==> config.mk <==
export PLATFORM = sky130hd
export DESIGN_NAME = edf_heap_queue
export DESIGN_NICKNAME = d
export VERILOG_FILES = /design/src/rtl/edf_heap_queue.sv
export SDC_FILE = /design/constraint.sdc
export NUM_CORES = 2
export LEC_CHECK = 0
export CAP_MARGIN = 5
export CORE_MARGIN = 10
export CORE_UTILIZATION = 32
export CTS_CLUSTER_DIAMETER = 120
export CTS_CLUSTER_SIZE = 25
export DETAILED_ROUTE_END_ITERATION = 10
export HOLD_SLACK_MARGIN = 0.08
export PLACE_DENSITY = 0.42
export SLEW_MARGIN = 20
export SYNTH_ARGS = -nofsm -noshare
export SYNTH_HDL_FRONTEND = slang
export SYNTH_SLANG_ARGS = --single-unit
export TNS_END_PERCENT = 5
==> constraint.sdc <==
create_clock -name clk -period 21.8 [get_ports clk]
set_clock_uncertainty 0.15 [all_clocks]
set_input_delay 4.36 -clock clk [delete_from_list [all_inputs] [get_ports clk]]
set_output_delay 4.36 -clock clk [all_outputs]
set_load 0.02 [all_outputs]
==> src/rtl/edf_heap_queue.sv <==
// edf_heap_queue
// Earliest-deadline-first priority queue built as a binary min-heap held in
// a register array. The smallest key is always presented at the pop port.
// Pushes sift up and pops sift down, one heap level per clock. A push and a
// pop accepted in the same cycle replace the top entry and then sift down.
//
// Optional build macro:
//   EDF_HEAP_STATS_EN - adds the max_count output, which holds the high-water
//                       mark of the entry count.
//
// state       | meaning
// ------------+-------------------------------------------------------------
// S_IDLE      | heap is consistent; handshakes are accepted
// S_SIFT_UP   | the entry at r_idx is moving toward the root
// S_SIFT_DOWN | the entry at r_idx is moving toward the leaves

module edf_heap_queue #(
    parameter int ADDR_WIDTH = 4,
    parameter int KEY_WIDTH  = 16,
    parameter int DATA_WIDTH = 16
) (
    input  logic                  clk,
    input  logic                  rst,
    input  logic                  push_valid,
    output logic                  push_ready,
    input  logic [KEY_WIDTH-1:0]  push_key,
    input  logic [DATA_WIDTH-1:0] push_data,
    output logic                  pop_valid,
    input  logic                  pop_ready,
    output logic [KEY_WIDTH-1:0]  pop_key,
    output logic [DATA_WIDTH-1:0] pop_data,
    output logic [ADDR_WIDTH:0]   count,
    output logic                  full,
    output logic                  empty,
    output logic                  busy
`ifdef EDF_HEAP_STATS_EN
    ,
    output logic [ADDR_WIDTH:0]   max_count
`endif
);

    localparam int DEPTH = 1 << ADDR_WIDTH;
    localparam logic [ADDR_WIDTH:0]   DEPTH_CNT = (ADDR_WIDTH+1)'(DEPTH);
    localparam logic [ADDR_WIDTH:0]   CNT_ONE   = (ADDR_WIDTH+1)'(1);
    localparam logic [ADDR_WIDTH:0]   CNT_TWO   = (ADDR_WIDTH+1)'(2);
    localparam logic [ADDR_WIDTH-1:0] IDX_ONE   = ADDR_WIDTH'(1);
    localparam logic [ADDR_WIDTH+1:0] CHILD_ONE = (ADDR_WIDTH+2)'(1);

    typedef enum logic [1:0] {
        S_IDLE      = 2'd0,
        S_SIFT_UP   = 2'd1,
        S_SIFT_DOWN = 2'd2
    } state_t;

    // Heap storage and control registers
    logic [KEY_WIDTH-1:0]  r_key  [DEPTH];
    logic [DATA_WIDTH-1:0] r_data [DEPTH];
    state_t                r_state;
    logic [ADDR_WIDTH-1:0] r_idx;
    logic [ADDR_WIDTH:0]   r_count;

    // Next-state values
    state_t                w_state_nxt;
    logic [ADDR_WIDTH-1:0] w_idx_nxt;
    logic [ADDR_WIDTH:0]   w_count_nxt;

    // Two array write ports: a swap needs both, every other move needs one
    logic                  w_wa_en;
    logic [ADDR_WIDTH-1:0] w_wa_idx;
    logic [KEY_WIDTH-1:0]  w_wa_key;
    logic [DATA_WIDTH-1:0] w_wa_data;
    logic                  w_wb_en;
    logic [ADDR_WIDTH-1:0] w_wb_idx;
    logic [KEY_WIDTH-1:0]  w_wb_key;
    logic [DATA_WIDTH-1:0] w_wb_data;

    // Handshake and tree-navigation helpers
    logic                  w_idle;
    logic                  w_push_fire;
    logic                  w_pop_fire;
    logic [ADDR_WIDTH-1:0] w_tail_idx;
    logic [ADDR_WIDTH-1:0] w_last_idx;
    logic [ADDR_WIDTH-1:0] w_idx_m1;
    logic [ADDR_WIDTH-1:0] w_parent;
    logic [ADDR_WIDTH+1:0] w_count_ext;
    logic [ADDR_WIDTH+1:0] w_left;
    logic [ADDR_WIDTH+1:0] w_right;
    logic                  w_left_ok;
    logic                  w_right_ok;
    logic [ADDR_WIDTH-1:0] w_left_idx;
    logic [ADDR_WIDTH-1:0] w_right_idx;
    logic [ADDR_WIDTH-1:0] w_sel_idx;
    logic                  w_sel_has_child;

    // Index arithmetic for the node under work; children are 2i+1 and 2i+2
    always_comb begin
        w_tail_idx      = r_count[ADDR_WIDTH-1:0];
        w_last_idx      = ADDR_WIDTH'(r_count - CNT_ONE);
        w_idx_m1        = r_idx - IDX_ONE;
        w_parent        = w_idx_m1 >> 1;
        w_count_ext     = {1'b0, r_count};
        w_left          = {1'b0, r_idx, 1'b1};
        w_right         = w_left + CHILD_ONE;
        w_left_ok       = w_left < w_count_ext;
        w_right_ok      = w_right < w_count_ext;
        w_left_idx      = w_left[ADDR_WIDTH-1:0];
        w_right_idx     = w_right[ADDR_WIDTH-1:0];
        // Ties go to the left child; only a strictly smaller right child wins
        if (w_right_ok && (r_key[w_right_idx] < r_key[w_left_idx])) begin
            w_sel_idx = w_right_idx;
        end else begin
            w_sel_idx = w_left_idx;
        end
        w_sel_has_child = {1'b0, w_sel_idx, 1'b1} < w_count_ext;
    end

    // State, cursor and count registers; reset wins over any handshake
    always_ff @(posedge clk) begin
        if (rst) begin
            r_state <= S_IDLE;
            r_idx   <= '0;
            r_count <= '0;
        end else begin
            r_state <= w_state_nxt;
            r_idx   <= w_idx_nxt;
            r_count <= w_count_nxt;
        end
    end

    // Next-state logic: handshakes in IDLE, one heap level per sift cycle
    always_comb begin
        w_state_nxt = r_state;
        w_idx_nxt   = r_idx;
        w_count_nxt = r_count;
        w_wa_en     = 1'b0;
        w_wa_idx    = '0;
        w_wa_key    = '0;
        w_wa_data   = '0;
        w_wb_en     = 1'b0;
        w_wb_idx    = '0;
        w_wb_key    = '0;
        w_wb_data   = '0;
        case (r_state)
            S_IDLE: begin
                if (w_push_fire && w_pop_fire) begin
                    // Replace-top: new entry lands on the root, count is unchanged
                    w_wa_en     = 1'b1;
                    w_wa_idx    = '0;
                    w_wa_key    = push_key;
                    w_wa_data   = push_data;
                    w_idx_nxt   = '0;
                    w_state_nxt = S_SIFT_DOWN;
                end else if (w_push_fire) begin
                    w_wa_en     = 1'b1;
                    w_wa_idx    = w_tail_idx;
                    w_wa_key    = push_key;
                    w_wa_data   = push_data;
                    w_count_nxt = r_count + CNT_ONE;
                    w_idx_nxt   = w_tail_idx;
                    w_state_nxt = S_SIFT_UP;
                end else if (w_pop_fire) begin
                    // Last entry fills the hole at the root
                    w_wa_en     = 1'b1;
                    w_wa_idx    = '0;
                    w_wa_key    = r_key[w_last_idx];
                    w_wa_data   = r_data[w_last_idx];
                    w_count_nxt = r_count - CNT_ONE;
                    w_idx_nxt   = '0;
                    if (r_count > CNT_TWO) begin
                        w_state_nxt = S_SIFT_DOWN;
                    end
                end
            end
            S_SIFT_UP: begin
                if ((r_idx != '0) && (r_key[r_idx] < r_key[w_parent])) begin
                    w_wa_en     = 1'b1;
                    w_wa_idx    = r_idx;
                    w_wa_key    = r_key[w_parent];
                    w_wa_data   = r_data[w_parent];
                    w_wb_en     = 1'b1;
                    w_wb_idx    = w_parent;
                    w_wb_key    = r_key[r_idx];
                    w_wb_data   = r_data[r_idx];
                    w_idx_nxt   = w_parent;
                    // Reaching the root ends the walk without an extra cycle
                    if (w_parent == '0) begin
                        w_state_nxt = S_IDLE;
                    end
                end else begin
                    w_state_nxt = S_IDLE;
                end
            end
            S_SIFT_DOWN: begin
                if (w_left_ok && (r_key[w_sel_idx] < r_key[r_idx])) begin
                    w_wa_en     = 1'b1;
                    w_wa_idx    = r_idx;
                    w_wa_key    = r_key[w_sel_idx];
                    w_wa_data   = r_data[w_sel_idx];
                    w_wb_en     = 1'b1;
                    w_wb_idx    = w_sel_idx;
                    w_wb_key    = r_key[r_idx];
                    w_wb_data   = r_data[r_idx];
                    w_idx_nxt   = w_sel_idx;
                    // Landing on a leaf ends the walk without an extra cycle
                    if (!w_sel_has_child) begin
                        w_state_nxt = S_IDLE;
                    end
                end else begin
                    w_state_nxt = S_IDLE;
                end
            end
            default: begin
                w_state_nxt = S_IDLE;
            end
        endcase
    end

    // Output decode: status flags, handshake readiness and the heap top
    always_comb begin
        w_idle      = (r_state == S_IDLE);
        count       = r_count;
        full        = (r_count == DEPTH_CNT);
        empty       = (r_count == '0);
        busy        = !w_idle;
        pop_valid   = w_idle && !empty;
        push_ready  = w_idle && (!full || (pop_valid && pop_ready));
        w_push_fire = push_valid && push_ready;
        w_pop_fire  = pop_valid && pop_ready;
        pop_key     = pop_valid ? r_key[0]  : '0;
        pop_data    = pop_valid ? r_data[0] : '0;
    end

    // Heap array writes; contents are left as-is on reset since count gates them
    always_ff @(posedge clk) begin
        if (!rst && w_wa_en) begin
            r_key[w_wa_idx]  <= w_wa_key;
            r_data[w_wa_idx] <= w_wa_data;
        end
        if (!rst && w_wb_en) begin
            r_key[w_wb_idx]  <= w_wb_key;
            r_data[w_wb_idx] <= w_wb_data;
        end
    end

`ifdef EDF_HEAP_STATS_EN
    logic [ADDR_WIDTH:0] r_max_count;

    // High-water mark of the entry count, tracked from the next-cycle value
    always_ff @(posedge clk) begin
        if (rst) begin
            r_max_count <= '0;
        end else if (w_count_nxt > r_max_count) begin
            r_max_count <= w_count_nxt;
        end
    end

    assign max_count = r_max_count;
`endif

endmodule

==> flow_metrics.env <==
export IMPL_fin_nets=3437
export IMPL_combPwrFrac=0.731
export IMPL_antenna_found_initial=4
export IMPL_worst_slew_pin_transition_ns=1.20
export IMPL_cap_viol_max_count=0
export IMPL_synth_area_um2=44500
export IMPL_path_class="register to register"
export IMPL_cts_root_buf="clkbuf_16"
export IMPL_max_freq_mhz=74.6
export IMPL_synth_edff_count=512
export IMPL_drcViolationCount=0
export IMPL_switchingPower_mw=4.53
export IMPL_period_share=0.615
export IMPL_synth_distinct_cells=93
export IMPL_grtUsageTotal=0.258
export IMPL_grt_pass1_wl_um=289000
export IMPL_synthTopCellsByArea="edfxtp_1 (35%), mux4_2 (21%), mux2i_1 (12%)"
export IMPL_ys_ff_latch=527
export IMPL_cpPeakStageDelay_ns=0.98
export IMPL_syn_area_per_cell_um2=12.6
export IMPL_clock_latency_ns=0.71
export IMPL_clk_pin_slew_ns=0.10
export IMPL_drt_total_wl_um=206000
export IMPL_place_hpwl_um=123000
export IMPL_finalHoldViolations=0
export IMPL_postLayoutCoreUtil=0.349
export IMPL_crit_required_ns=22.00
export IMPL_nFillCells=13400
export IMPL_grt_max_degree=97
export IMPL_yosys_warnings=0
export IMPL_vias=36400
export IMPL_tns_ns=0
export IMPL_cts_made_buffers=31
export IMPL_synth_most_common_cell="mux2i_1"
export IMPL_holdBufCountCts=0
export IMPL_p_seq_frac=0.185
export IMPL_initial_core_util=0.323
export IMPL_core_area_um2=138000
export IMPL_post_cts_buffers=0
export IMPL_gp_congestion=0.916
export IMPL_yosys_most_used_dff="edfxtp_1"
export IMPL_clockBufferDepth=3
export IMPL_start_kind="register"
export IMPL_switching_share=0.510
export IMPL_via_per_inst=7.07
export IMPL_die_y_um=393
export IMPL_overflow=0
export IMPL_first_global_vias=35900
export IMPL_rows=136
export IMPL_crit_fanout=44
export IMPL_synth_area_leader_cell="edfxtp_1"
export IMPL_portBuffers=77
export IMPL_area_growth_pct=7.90
export IMPL_wl_per_cell_um=40.1
export IMPL_drtIter0Drc=4982
export IMPL_synth_nets=3650
export IMPL_final_antenna_net_count=0
export IMPL_fp_dieW_um=393
export IMPL_min_period_ns=13.40
export IMPL_ir_worst_vdd_uv=257
export IMPL_cp_end_kind="register"
export IMPL_async_reset_ff_frac=0
export IMPL_drive_above_1_share=0.276
export IMPL_syn_inst=3545
export IMPL_p_int_mw=4.34
export IMPL_cts_resized_gates=0
export IMPL_htree_levels=1
export IMPL_ys_seq_area_frac=0.352
export IMPL_synth_top_area_share=0.345
export IMPL_timing_critical_path_mode_cell="buf_4"
export IMPL_hold_path_class="register to register"
export IMPL_dieArea_um2=155000
export IMPL_timing_final_max_slew_violations=0
export IMPL_p_clk_frac=0.084
export IMPL_worst_path_max_delay_cell="o21ai_4"
export IMPL_ioPinCount=78
export IMPL_grt_setup_unrepaired="false"
export IMPL_dr_pass1_iters=6
export IMPL_cts_sinks=527
export IMPL_synthTopCellsByCount="mux2i_1 (518), edfxtp_1 (512), mux4_2 (414)"
export IMPL_p_leak_nw=15.7
export IMPL_critPathArrivalTime_ns=13.60
export IMPL_cts_tree="yes"
export IMPL_status="finished clean"
export IMPL_powerDensity_nw_per_um2=184
export IMPL_setup_violations=0
export IMPL_maxSlewHeadroom=0.197
==> layout make-up <==
class	count	area, um^2	share of cell area
inverter	93	354	0.00737
tap	1794	2240	0.0467
sequential	527	15700	0.327
antenna	1	2.50	0.0000521
clock inverter	20	289	0.00601
timing repair buffer	181	1620	0.0337
clock buffer	33	783	0.0163
multi-input combinational	2498	27100	0.563
==> flip-flops by register name, summed over array words and instances, names as in the netlist, named ones only <==
| signal | count |
|---|---|
| r_data | 256 |
| r_key | 256 |
| count | 5 |
| r_idx | 4 |
| r_state | 2 |
==> power groups by stage <==
stage | Combinational, mW | Clock (mW) | Sequential (mW)
final | 6.48 | 0.741 | 1.64
after global routing | 6.84 | 0.784 | 1.65
after CTS | 6.35 | 0.756 | 1.64
after detailed placement | 6.33 | 0 | 1.66
after global placement | 6.29 | 0 | 1.66
after floorplan | 4.39 | 0 | 1.56
==> stage by stage <==
step	area (um^2)	total power, mW	setup slack, ns	instances	hold WS, ns
floorplan	44500	5.94	10.14	3545	0.393
global placement	46900	7.95	9.04	5091	0.420
detailed placement	47000	7.99	8.79	5093	0.444
CTS	48100	8.75	8.75	5146	0.453
global route	48100	9.28	8.20	5146	0.509
finish	48100	8.87	8.40	5147	0.451
==> layout by cell type (no fill, tap or decap), drive strengths merged, types with 32 or more instances in the layout <==
cell and n:
a2bb2oi 48, mux2 214, nor4 109, clkbuf 33
nand2 105, edfxtp 512, a21oi 85, clkdlybuf4s50 77
nor3 39, o22a 55, o22ai 46, a22oi 38
inv 100, or2 51, a32oi 57, o221ai 156
nor2b 38, a211oi 39, mux2i 518, buf 104
nor2 60, o21ai 83, or4 32, mux4 414
ha 69
==> cell families after synthesis <==
logic type | Yosys count | synth area share
DFF | 527 | 0.352
adders and majority gates | 69 | 0.0194
muxes | 1146 | 0.381
and+or+nand+nor | 555 | 0.0710
buffers and inverters | 520 | 0.0503
xor gates and xnor gates | 10 | 0.00197
AOI/OAI and AO/OA | 718 | 0.125
==> routing by layer <==
layer  global-route usage  routed length [um]
met1                0.347               83700
met2                0.399               92800
met3               0.0612               20900
met4                0.104                8730
met5                    0                  68
==> worst paths after layout <==
kind | startpoint | end | slack, ns | cells after the start
max | r_idx[0] | r_data[1][1] | 8.40 | 26
min | r_state[1] | r_state[1] | 0.45 | 2
max reg2reg | r_idx[0] | r_data[1][1] | 8.40 | 26
min reg2reg | r_state[1] | r_state[1] | 0.45 | 2
==> critical path, delay by kind of cell, from the launching register on <==
kind / cells / cell delay [ns]
mux: 2 / 0.70
buf+inv: 6 / 3.17
compound gates: 10 / 4.19
fa+ha+maj: 3 / 1.41
simple gates: 5 / 2.56
flops: 1 / 0.61
(Power assumes the default switching activity.)
